--- src/rtl/scale_down_sequencer.sv ---
// scale_down_sequencer
//
// Frame-level controller for the bilinear scale-down path. On frame_start it
// latches the input/output resolutions, checks them for legality, computes the
// 16.16 horizontal and vertical scale factors with a 32-cycle restoring
// divider each, then walks the output raster one row at a time. Each row waits
// until the line buffer reports that the two source rows it needs are
// resident.
//
// Optional feature macro: SCALE_SEQ_UPSCALE_EN
//   defined   : vout > vin is accepted (scale factors below 1.0 are produced).
//   undefined : vout > vin raises cfg_err.
//
// Ports
//   vin_clk                  pixel clock (only clock)
//   rst                      synchronous active-high reset
//   frame_start              one-cycle pulse beginning (or restarting) a frame
//   vin_xres, vin_yres       input resolution, sampled on frame_start
//   vout_xres, vout_yres     output resolution, sampled on frame_start
//   line_ready               line buffer holds rows line_req_y and line_req_y+1
//   out_ready                downstream accepts the current coordinate
//   scaler_width/height      16.16 scale factors, (vin << 16) / vout
//   vout_x, vout_y           current output coordinate
//   coord_valid              vout_x/vout_y are valid
//   line_req_y               source row needed for the current vout_y
//   line_req                 waiting for line_ready
//   busy                     sequencer is not idle
//   frame_done               one-cycle pulse at the end of a frame
//   cfg_err                  sticky illegal-configuration flag
//
// All outputs come straight from flops; the status flags are registered from
// the next-state value so they line up with the state they describe.

module scale_down_sequencer (
  input  logic        vin_clk,
  input  logic        rst,
  input  logic        frame_start,
  input  logic [15:0] vin_xres,
  input  logic [15:0] vin_yres,
  input  logic [15:0] vout_xres,
  input  logic [15:0] vout_yres,
  input  logic        line_ready,
  input  logic        out_ready,
  output logic [31:0] scaler_width,
  output logic [31:0] scaler_height,
  output logic [15:0] vout_x,
  output logic [15:0] vout_y,
  output logic        coord_valid,
  output logic [15:0] line_req_y,
  output logic        line_req,
  output logic        busy,
  output logic        frame_done,
  output logic        cfg_err
);

  typedef enum logic [2:0] {
    StIdle,
    StDivW,
    StDivH,
    StLineCalc,
    StWaitLine,
    StRun,
    StLineEnd,
    StDone
  } state_e;

  state_e      state_q, state_d;

  // vin_xres is only needed as the first dividend, which div_q captures.
  logic [15:0] vin_yres_q, vin_yres_d;
  logic [15:0] vout_xres_q, vout_xres_d;
  logic [15:0] vout_yres_q, vout_yres_d;

  // Divider: div_q shifts the dividend out of the MSB while quotient bits
  // shift in at the LSB; rem_q is the partial remainder (always < divisor).
  logic [31:0] div_q, div_d;
  logic [15:0] rem_q, rem_d;
  logic [4:0]  cnt_q, cnt_d;

  logic [31:0] scaler_width_q, scaler_width_d;
  logic [31:0] scaler_height_q, scaler_height_d;
  logic [15:0] vout_x_q, vout_x_d;
  logic [15:0] vout_y_q, vout_y_d;
  logic [15:0] line_req_y_q, line_req_y_d;
  logic        coord_valid_q, coord_valid_d;
  logic        line_req_q, line_req_d;
  logic        busy_q, busy_d;
  logic        frame_done_q, frame_done_d;
  logic        cfg_err_q, cfg_err_d;

  // ---------------------------------------------------------------------------
  // Configuration legality (evaluated on the raw inputs at frame_start)
  // ---------------------------------------------------------------------------
  logic cfg_bad;

`ifdef SCALE_SEQ_UPSCALE_EN
  assign cfg_bad = (vout_xres == 16'd0) || (vout_yres == 16'd0) ||
                   (vin_xres < 16'd2) || (vin_yres < 16'd2);
`else
  assign cfg_bad = (vout_xres == 16'd0) || (vout_yres == 16'd0) ||
                   (vin_xres < 16'd2) || (vin_yres < 16'd2) ||
                   (vout_xres > vin_xres) || (vout_yres > vin_yres);
`endif

  // ---------------------------------------------------------------------------
  // Restoring divider step
  // ---------------------------------------------------------------------------
  logic [15:0] divisor;
  logic [16:0] rem_shift;
  logic [16:0] rem_sub;
  logic        q_bit;
  logic [15:0] rem_next;
  logic [31:0] div_next;

  always_comb begin
    divisor   = (state_q == StDivH) ? vout_yres_q : vout_xres_q;
    rem_shift = {rem_q, div_q[31]};
    rem_sub   = rem_shift - {1'b0, divisor};
    // rem_shift < 2*divisor, so bit 16 of the difference is exactly the borrow.
    q_bit     = ~rem_sub[16];
    rem_next  = q_bit ? rem_sub[15:0] : rem_shift[15:0];
    div_next  = {div_q[30:0], q_bit};
  end

  // ---------------------------------------------------------------------------
  // Source row: srcY = (((vout_y << 1) + 1) * scaler_height - 1) >> 1, 48 bits
  // ---------------------------------------------------------------------------
  logic [47:0] src_prod;
  logic [47:0] src_int;
  logic [47:0] src_limit;
  logic [15:0] src_row;

  always_comb begin
    src_prod  = {31'd0, vout_y_q, 1'b1} * {16'd0, scaler_height_q};
    // >> 1 for the formula, >> 16 more for the integer part.
    src_int   = (src_prod - 48'd1) >> 17;
    src_limit = {32'd0, vin_yres_q} - 48'd1;
    // Keep row+1 inside the frame: clamp to the last pair of source rows.
    src_row   = (src_int >= src_limit) ? (vin_yres_q - 16'd2) : src_int[15:0];
  end

  // ---------------------------------------------------------------------------
  // Next-state logic
  // ---------------------------------------------------------------------------
  always_comb begin
    state_d         = state_q;
    vin_yres_d      = vin_yres_q;
    vout_xres_d     = vout_xres_q;
    vout_yres_d     = vout_yres_q;
    div_d           = div_q;
    rem_d           = rem_q;
    cnt_d           = cnt_q;
    scaler_width_d  = scaler_width_q;
    scaler_height_d = scaler_height_q;
    vout_x_d        = vout_x_q;
    vout_y_d        = vout_y_q;
    line_req_y_d    = line_req_y_q;
    cfg_err_d       = cfg_err_q;

    unique case (state_q)
      StIdle: begin
      end

      StDivW: begin
        div_d = div_next;
        rem_d = rem_next;
        cnt_d = cnt_q + 5'd1;
        if (cnt_q == 5'd31) begin
          scaler_width_d = div_next;
          div_d          = {vin_yres_q, 16'h0000};
          rem_d          = 16'd0;
          cnt_d          = 5'd0;
          state_d        = StDivH;
        end
      end

      StDivH: begin
        div_d = div_next;
        rem_d = rem_next;
        cnt_d = cnt_q + 5'd1;
        if (cnt_q == 5'd31) begin
          scaler_height_d = div_next;
          vout_y_d        = 16'd0;
          state_d         = StLineCalc;
        end
      end

      StLineCalc: begin
        line_req_y_d = src_row;
        state_d      = StWaitLine;
      end

      StWaitLine: begin
        if (line_ready) begin
          vout_x_d = 16'd0;
          state_d  = StRun;
        end
      end

      StRun: begin
        if (coord_valid_q && out_ready) begin
          if (vout_x_q == vout_xres_q - 16'd1) begin
            state_d = StLineEnd;
          end else begin
            vout_x_d = vout_x_q + 16'd1;
          end
        end
      end

      StLineEnd: begin
        if (vout_y_q == vout_yres_q - 16'd1) begin
          state_d = StDone;
        end else begin
          vout_y_d = vout_y_q + 16'd1;
          state_d  = StLineCalc;
        end
      end

      StDone: begin
        state_d = StIdle;
      end

      default: begin
        state_d = StIdle;
      end
    endcase

    // frame_start wins over whatever the current state wanted: a frame in
    // flight is abandoned without frame_done.
    if (frame_start) begin
      vin_yres_d  = vin_yres;
      vout_xres_d = vout_xres;
      vout_yres_d = vout_yres;
      if (cfg_bad) begin
        cfg_err_d = 1'b1;
        state_d   = StIdle;
      end else begin
        cfg_err_d = 1'b0;
        div_d     = {vin_xres, 16'h0000};
        rem_d     = 16'd0;
        cnt_d     = 5'd0;
        state_d   = StDivW;
      end
    end

    busy_d        = (state_d != StIdle);
    coord_valid_d = (state_d == StRun);
    line_req_d    = (state_d == StWaitLine);
    frame_done_d  = (state_d == StDone);
  end

  // ---------------------------------------------------------------------------
  // State registers
  // ---------------------------------------------------------------------------
  always_ff @(posedge vin_clk) begin
    if (rst) begin
      state_q         <= StIdle;
      vin_yres_q      <= '0;
      vout_xres_q     <= '0;
      vout_yres_q     <= '0;
      div_q           <= '0;
      rem_q           <= '0;
      cnt_q           <= '0;
      scaler_width_q  <= '0;
      scaler_height_q <= '0;
      vout_x_q        <= '0;
      vout_y_q        <= '0;
      line_req_y_q    <= '0;
      coord_valid_q   <= 1'b0;
      line_req_q      <= 1'b0;
      busy_q          <= 1'b0;
      frame_done_q    <= 1'b0;
      cfg_err_q       <= 1'b0;
    end else begin
      state_q         <= state_d;
      vin_yres_q      <= vin_yres_d;
      vout_xres_q     <= vout_xres_d;
      vout_yres_q     <= vout_yres_d;
      div_q           <= div_d;
      rem_q           <= rem_d;
      cnt_q           <= cnt_d;
      scaler_width_q  <= scaler_width_d;
      scaler_height_q <= scaler_height_d;
      vout_x_q        <= vout_x_d;
      vout_y_q        <= vout_y_d;
      line_req_y_q    <= line_req_y_d;
      coord_valid_q   <= coord_valid_d;
      line_req_q      <= line_req_d;
      busy_q          <= busy_d;
      frame_done_q    <= frame_done_d;
      cfg_err_q       <= cfg_err_d;
    end
  end

  assign scaler_width  = scaler_width_q;
  assign scaler_height = scaler_height_q;
  assign vout_x        = vout_x_q;
  assign vout_y        = vout_y_q;
  assign coord_valid   = coord_valid_q;
  assign line_req_y    = line_req_y_q;
  assign line_req      = line_req_q;
  assign busy          = busy_q;
  assign frame_done    = frame_done_q;
  assign cfg_err       = cfg_err_q;

endmodule
--- config.mk ---
export PLATFORM = sky130hd
export DESIGN_NAME = scale_down_sequencer
export DESIGN_NICKNAME = d
export VERILOG_FILES = /design/src/rtl/scale_down_sequencer.sv
export SDC_FILE = /design/constraint.sdc
export NUM_CORES = 2
export LEC_CHECK = 0
export ABC_AREA = 1
export CORE_ASPECT_RATIO = 0.5
export CORE_MARGIN = 8
export CORE_UTILIZATION = 35
export DETAILED_ROUTE_END_ITERATION = 6
export HOLD_SLACK_MARGIN = 0.08
export SKIP_CTS_REPAIR_TIMING = 1
export SLEW_MARGIN = 20
export SYNTH_ARGS = -nofsm -noshare
export SYNTH_HDL_FRONTEND = slang
export SYNTH_SLANG_ARGS = --single-unit
--- constraint.sdc ---
create_clock -name vin_clk -period 10.4 [get_ports vin_clk]
set_input_delay 2.6 -clock vin_clk [delete_from_list [all_inputs] [get_ports vin_clk]]
set_output_delay 2.6 -clock vin_clk [all_outputs]
set_load 0.02 [all_outputs]
### Word level (Yosys, flattened, before mapping)

Index checks and enable logic that the tools add are counted.

| word-level totals | value |
|---|---|
| register bits after elaboration | 221 |
| input port bits | 69 |
| logic and storage cells | 98 |

| operators by class | value |
|---|---|
| add/subtract/negate cells | 9 |
| bitwise logic cells | 1 |
| equal/unequal tests | 18 |
| muxes and demuxes | 32 |
| reductions and logical operators | 15 |
| magnitude comparators | 5 |
| $mul | 1 |

Operators by type and width:

| operator | number |
|---|---|
| two-way mux 16 bit | 11 |
| two-way mux 32 bit | 3 |
| case mux 16 bit (2 select lines) | 3 |
| case mux 32 bit (2 select lines) | 1 |
| greater-or-equal comparator 31 x 48 -> 1 bit | 1 |
| multiplier 17 x 32 -> 48 bit | 1 |
| subtractor 48 x 1 -> 48 bit, second input constant | 1 |
| adder 16 x 1 -> 16 bit, second input constant | 2 |
| == test 16 bit | 2 |
| greater-than comparator 16 bit | 2 |
| zero test 16 bit | 2 |
| < comparator 16 x 2 -> 1 bit, second input constant | 2 |
| subtractor 16 x 1 -> 16 bit, second input constant | 2 |
| == test 3 bit, second input constant | 7 |
| two-way mux 3 bit | 7 |
| case mux 3 bit (7 select lines) | 1 |
| subtractor 16 x 1 -> 17 bit, second input constant | 1 |
| subtractor 17 x 16 -> 17 bit | 1 |
| subtractor 16 x 2 -> 16 bit, second input constant | 1 |
| two-way mux 5 bit | 3 |
| case mux 5 bit (2 select lines) | 1 |
| inequality test 2 bit, second input constant | 4 |
| == test 3 x 2 -> 1 bit, second input constant | 2 |
| adder 5 x 1 -> 5 bit, second input constant | 1 |
| other kinds (12) | 19 |

### Longest topological paths before layout

| logic depth | value |
|---|---|
| depth in word-level cells | 9 |
| gate-level depth with buffers | 46 |
| gate-level depth less buffers | 44 |

### Worst setup path after synthesis

Ideal clock, no wire load.

| timing | value |
|---|---|
| kind | reg2reg |
| start point | register scaler_height_q[8], in the netlist scaler_height[8] |
| end point | register line_req_y_q[14], in the netlist line_req_y[14] |
| arrival time | 6.827 ns |
| required time | 10.268 ns |
| stages on the path, launching flop included | 34 |
| slack | 3.441 ns |
| period minus slack after synthesis | 6.959 ns |
| setup time | 0.132 ns |
| cells stage by stage | dfxtp_1 > clkbuf_1 > clkbuf_1 > nand2_1 > fa_1 > inv_1 > fa_1 > fa_1 > fa_1 > fa_1 > inv_1 > fa_1 > inv_1 > ha_1 > a21oi_1 > a21boi_0 > o21ai_0 > a21oi_1 > nand2_1 > a21oi_1 > o21ai_0 > xor2_1 > ha_1 > a21oi_1 > nor3_1 > a211oi_1 > nand2_1 > nand2_1 > nand2_4 > nand2_4 > buf_6 > nand2_1 > nand3_1 > a21oi_1 |

| on the way | value |
|---|---|
| cells in the longest elaborated chain, start to end | 4 |

RTL lines:

| item | line | RTL |
|---|---|---|
| start: declaration | 81 | `logic [31:0] scaler_height_q, scaler_height_d;` |
| start signal: assignment | 283 | `scaler_height_q <= scaler_height_d;` |
| multiplier 17 x 32 -> 48 bit (*) | 134 | `src_prod = {31'd0, vout_y_q, 1'b1} * {16'd0, scaler_height_q};` |
| subtractor 48 x 1 -> 48 bit (*) | 136 | `src_int = (src_prod - 48'd1) >> 17;` |
| greater-or-equal comparator 31 x 48 -> 1 bit | 139 | `src_row = (src_int >= src_limit) ? (vin_yres_q - 16'd2) : src_int[15:0];` |
| two-way mux 16 bit (*) | 139 |  |
| end signal: assignment | 286 | `line_req_y_q <= line_req_y_d;` |
| end: declaration | 84 | `logic [15:0] line_req_y_q, line_req_y_d;` |

Every way passes the cells marked *; elsewhere a longest branch is shown, timed or not.
A chain may end at the register's enable or synchronous reset.

### Worst setup path after layout

| timing | value |
|---|---|
| start point | register vout_y_q[11], in the netlist vout_y[11] |
| end point | register line_req_y_q[13], in the netlist line_req_y[13] |

| on the way | value |
|---|---|
| cells in the longest elaborated chain, start to end | 4 |

RTL lines:

| item | line | RTL |
|---|---|---|
| start: declaration | 83 | `logic [15:0] vout_y_q, vout_y_d;` |
| start signal: assignment | 285 | `vout_y_q <= vout_y_d;` |
| multiplier 17 x 32 -> 48 bit (*) | 134 |  |
| subtractor 48 x 1 -> 48 bit (*) | 136 |  |
| greater-or-equal comparator 31 x 48 -> 1 bit | 139 |  |
| two-way mux 16 bit (*) | 139 |  |

Marked as above.

==> summary.md <==
| Metric | Value |
|---|---|
| Htree depth | 1 |
| Slowest stage cell, crit path | buf_4 |
| Initial antenna violation count | 2 |
| R2r setup slk | 1.95 ns |
| # diodes | 0 |
| Kind of critical path | reg -> reg |
| Psw | 0.000726 W |
| Max Slew Vio Count | 0 |
| Worst Reg-to-Reg Cells | 38 |
| First-pass GRT wire length | 169 mm |
| Pwr dens | 66.2 nW/um2 |
| Final period util | 81.3% |
| Vias in the first global route | 29,613 |
| Synth cell types | 52 |
| Commonest non-fill, non-tap cell in the layout | inv_1 |
| Part of the power in registers | 38.3% |
| Cell mode on critical path | nand2_1 |
| FF+latch count, synth | 221 |
| Global route overflow | 0 |
| Clk pwr share | 42.5% |
| Die ar. | 102,000 um2 |
| Status | complete, no violations |
| Reg2reg end | line_req_y[13]$_SDFFE_PP0P_ |
| Largest net degree at the start of global routing | 76 |
| Chip Width | 443 um |
| Core area | 90,500 um2 |
| CP max stage delay | 0.61 ns |
| Number of flops mapped to enable cells by yosys | 0 |
| Wirelength per Cell | 18.5 um |
| Worst vdd ir | 0.000103 V |
| Setup crit end kind | flop |
| Clk Latency, worst-skew pair | 0.58 ns |
| Number of iterations in the first detailed-routing pass | 6 |
| Worst Tran Pin Value | 1.17 ns |
| Vias/cell | 4.96 |
| Post-DRT Antenna Nets | 0 |
| Clock buffer depth | 3 |
| Critical path launch point | vout_y[11]$_SDFFE_PP0P_ |
| Fin Setup TNS | 0 ns |
| # fillers | 9,412 |
| CTS tree | done |
| Clock-pin slew on the worst setup and hold paths | 0.06 ns |
| Post-Route Skew | 0.0439 ns |
| Max Fclk | 118 MHz |
| Nets | 5,269 |
| IO Count | 186 |
| Layout area overhead | 11.8% |
| Worst setup path end | line_req_y[13]$_SDFFE_PP0P_ |
| Cell internal pwr | 0.00163 W |
| Most frequent cells in the layout | inv_1 (1,099), nand2_1 (1,009), fa_1 (462) |
| Hold/Removal Path Class | reg -> reg |
| DRC | 0 |
| Initial DRC count | 2,057 |
| Final Power | 0.00236 W |
| Sw Share | 30.8% |
| Post-synthesis async set-or-reset flop share | 0% |
| Combinational Power Share | 19.2% |
| Gpl congestion | 0.940 |
| TritonCTS Sinks | 221 |
| Nature of the critical path startpoint | flop |
| Fin. Hold Viols | 0 |
| Die height | 229 um |
| Sequential-to-total area share from yosys stat | 13.9% |
| WL final | 106 mm |
| Port-buffer cells | 185 |
| Syn_nets | 5,222 |
| Ys Warns | 0 |
| Share of cells above drive strength 1 | 2.86% |
| Post-layout min period | 8.45 ns |
| Post-Syn Instances | 4,470 |
| Routed vias | 28,443 |
| Dpl hpwl | 83.0 mm |
| Leak pwr | 18.1 nW |
| Gr usage total | 20.7% |
| Initial Utilization | 35.3% |
| RSZ-0062 raised after global routing | false |
| Num CTS Buffers | 27 |
| Worst r2r src | vout_y[11]$_SDFFE_PP0P_ |
| FP Rows | 78 |
| Final Setup Violations | 0 |
| Max Cap Violations | 0 |
| Avg Inst Size Synth | 7.13 um2 |
| CP max FO | 33 |
| Hold_sp | line_req_y[4]$_SDFFE_PP0P_ |
| Top FF cell, synth | dfxtp_1 |
| Hold slack | 0.474 ns |
| Root Buffer | clkbuf_16 |
| Max-slew headroom | 22.1% |
| CP required | 10.86 ns |
| Post-Syn Area | 31,900 um2 |
| Crit path DAT | 8.92 ns |
[kinds of logic (layout without fill, tap and decap cells)]
kind of cell / count (synthesis) / in the layout / share of synthesized area (%)
AO/OA/AOI/OAI: 609 / 609 / 10.2
XOR/XNOR: 112 / 112 / 3.08
adder cells (fa/ha/maj): 683 / 683 / 37.7
buffers and inverters: 1320 / 1388 / 15.8
flip-flops: 221 / 221 / 13.9
multiplexers: 1 / 1 / 0.0314
AND/OR/NAND/NOR: 1524 / 1524 / 19.4
[critical path: cells and delay by family, from the launching register on]
family | cells | cell delay [ns]
XOR/XNOR | 1 | 0.56
adder cells (fa/ha/maj) | 8 | 3.69
AO/OA/AOI/OAI | 2 | 0.30
AND/OR/NAND/NOR | 21 | 2.37
flip-flops | 1 | 0.49
buffers and inverters | 6 | 0.93
[power by group through the flow]
stage | clock, W | sequential [W] | combinational, W
global placement | 0 | 0.000921 | 0.000444
global route | 0.00105 | 0.000906 | 0.000506
finish | 0.00100 | 0.000903 | 0.000453
CTS | 0.00102 | 0.000902 | 0.000450
floorplan | 0 | 0.000910 | 0.000309
detailed placement | 0 | 0.000921 | 0.000447
[synthesized netlist by cell type, drive strengths merged, types with 2 or more instances]
cell type  number  share of area (%)
a21boi          7               0.16
a21o            6               0.14
a21oi         322                5.1
a31oi           6               0.12
and3            3              0.059
buf            57               0.91
clkbuf        156                1.8
clkinv          3              0.035
dfxtp         221                 14
fa            462                 29
ha            221                8.7
inv          1104                 13
nand2        1015                 12
nand3         133                2.2
nand3b          7               0.16
nand4          15               0.31
nor2          288                3.5
nor3           30               0.47
nor3b           2              0.047
nor4           26               0.51
o211ai         31               0.73
o21a            3              0.071
o21ai         204                3.2
o21bai          9               0.21
o22ai          15               0.29
o31ai           3              0.071
or2             4              0.078
xnor2          30               0.82
xor2           82                2.3
[state kept, by name, summed over array words and instances, names as in the netlist]
| signal | count |
|---|---|
| busy | 1 |
| cfg_err | 1 |
| cnt_q | 5 |
| coord_valid | 1 |
| div_q | 32 |
| frame_done | 1 |
| line_req | 1 |
| line_req_y | 16 |
| rem_q | 16 |
| scaler_height | 32 |
| scaler_width | 32 |
| state_q | 3 |
| vin_yres_q | 16 |
| vout_x | 16 |
| vout_xres_q | 16 |
| vout_y | 16 |
| vout_yres_q | 16 |
[worst min-delay path by stage]
| stage | endpoint | slack, ns | cells past startpoint |
|---|---|---|---|
| global route | line_req_y[4]$_SDFFE_PP0P_ | 0.49 | 2 |
| finish | line_req_y[4]$_SDFFE_PP0P_ | 0.47 | 2 |
| floorplan | div_q[0]$_SDFF_PP0_ | 0.45 | 2 |
| CTS | line_req_y[4]$_SDFFE_PP0P_ | 0.48 | 2 |
| global placement | cnt_q[4]$_SDFF_PP0_ | 0.46 | 2 |
| detailed placement | line_req_y[4]$_SDFFE_PP0P_ | 0.46 | 2 |
[final cells by class]
class,count,area (um2),share of cell area [%]
multi-input combinational,2929,22500,63.0
timing repair buffer,231,2190,6.13
clock inverter,13,158,0.442
tap,1200,1500,4.21
inverter,1107,4160,11.7
sequential,221,4420,12.4
clock buffer,37,773,2.17
[through the flow]
stage                     cells  worst slack [ns]  util (%)  area (um2)
after floorplan            4470              3.44         -       31900
after global placement     5688              2.04      38.4       34700
after detailed placement   5688              2.09      38.4       34700
after CTS                  5738              2.04      39.4       35700
after global routing       5738              1.36      39.4       35700
final                      5738              1.95      39.4       35700
[metal layers]
metal / track usage, % / vias up / wire (um)
met3: 2.78 / 191 / 7380
met4: 5.97 / 2 / 3330
met5: 0 / - / 12
met1: 27.9 / 13880 / 46400
met2: 34.9 / 927 / 49300
li1: - / 13443 / -
No activity file was read; power rests on OpenSTA's default activity.
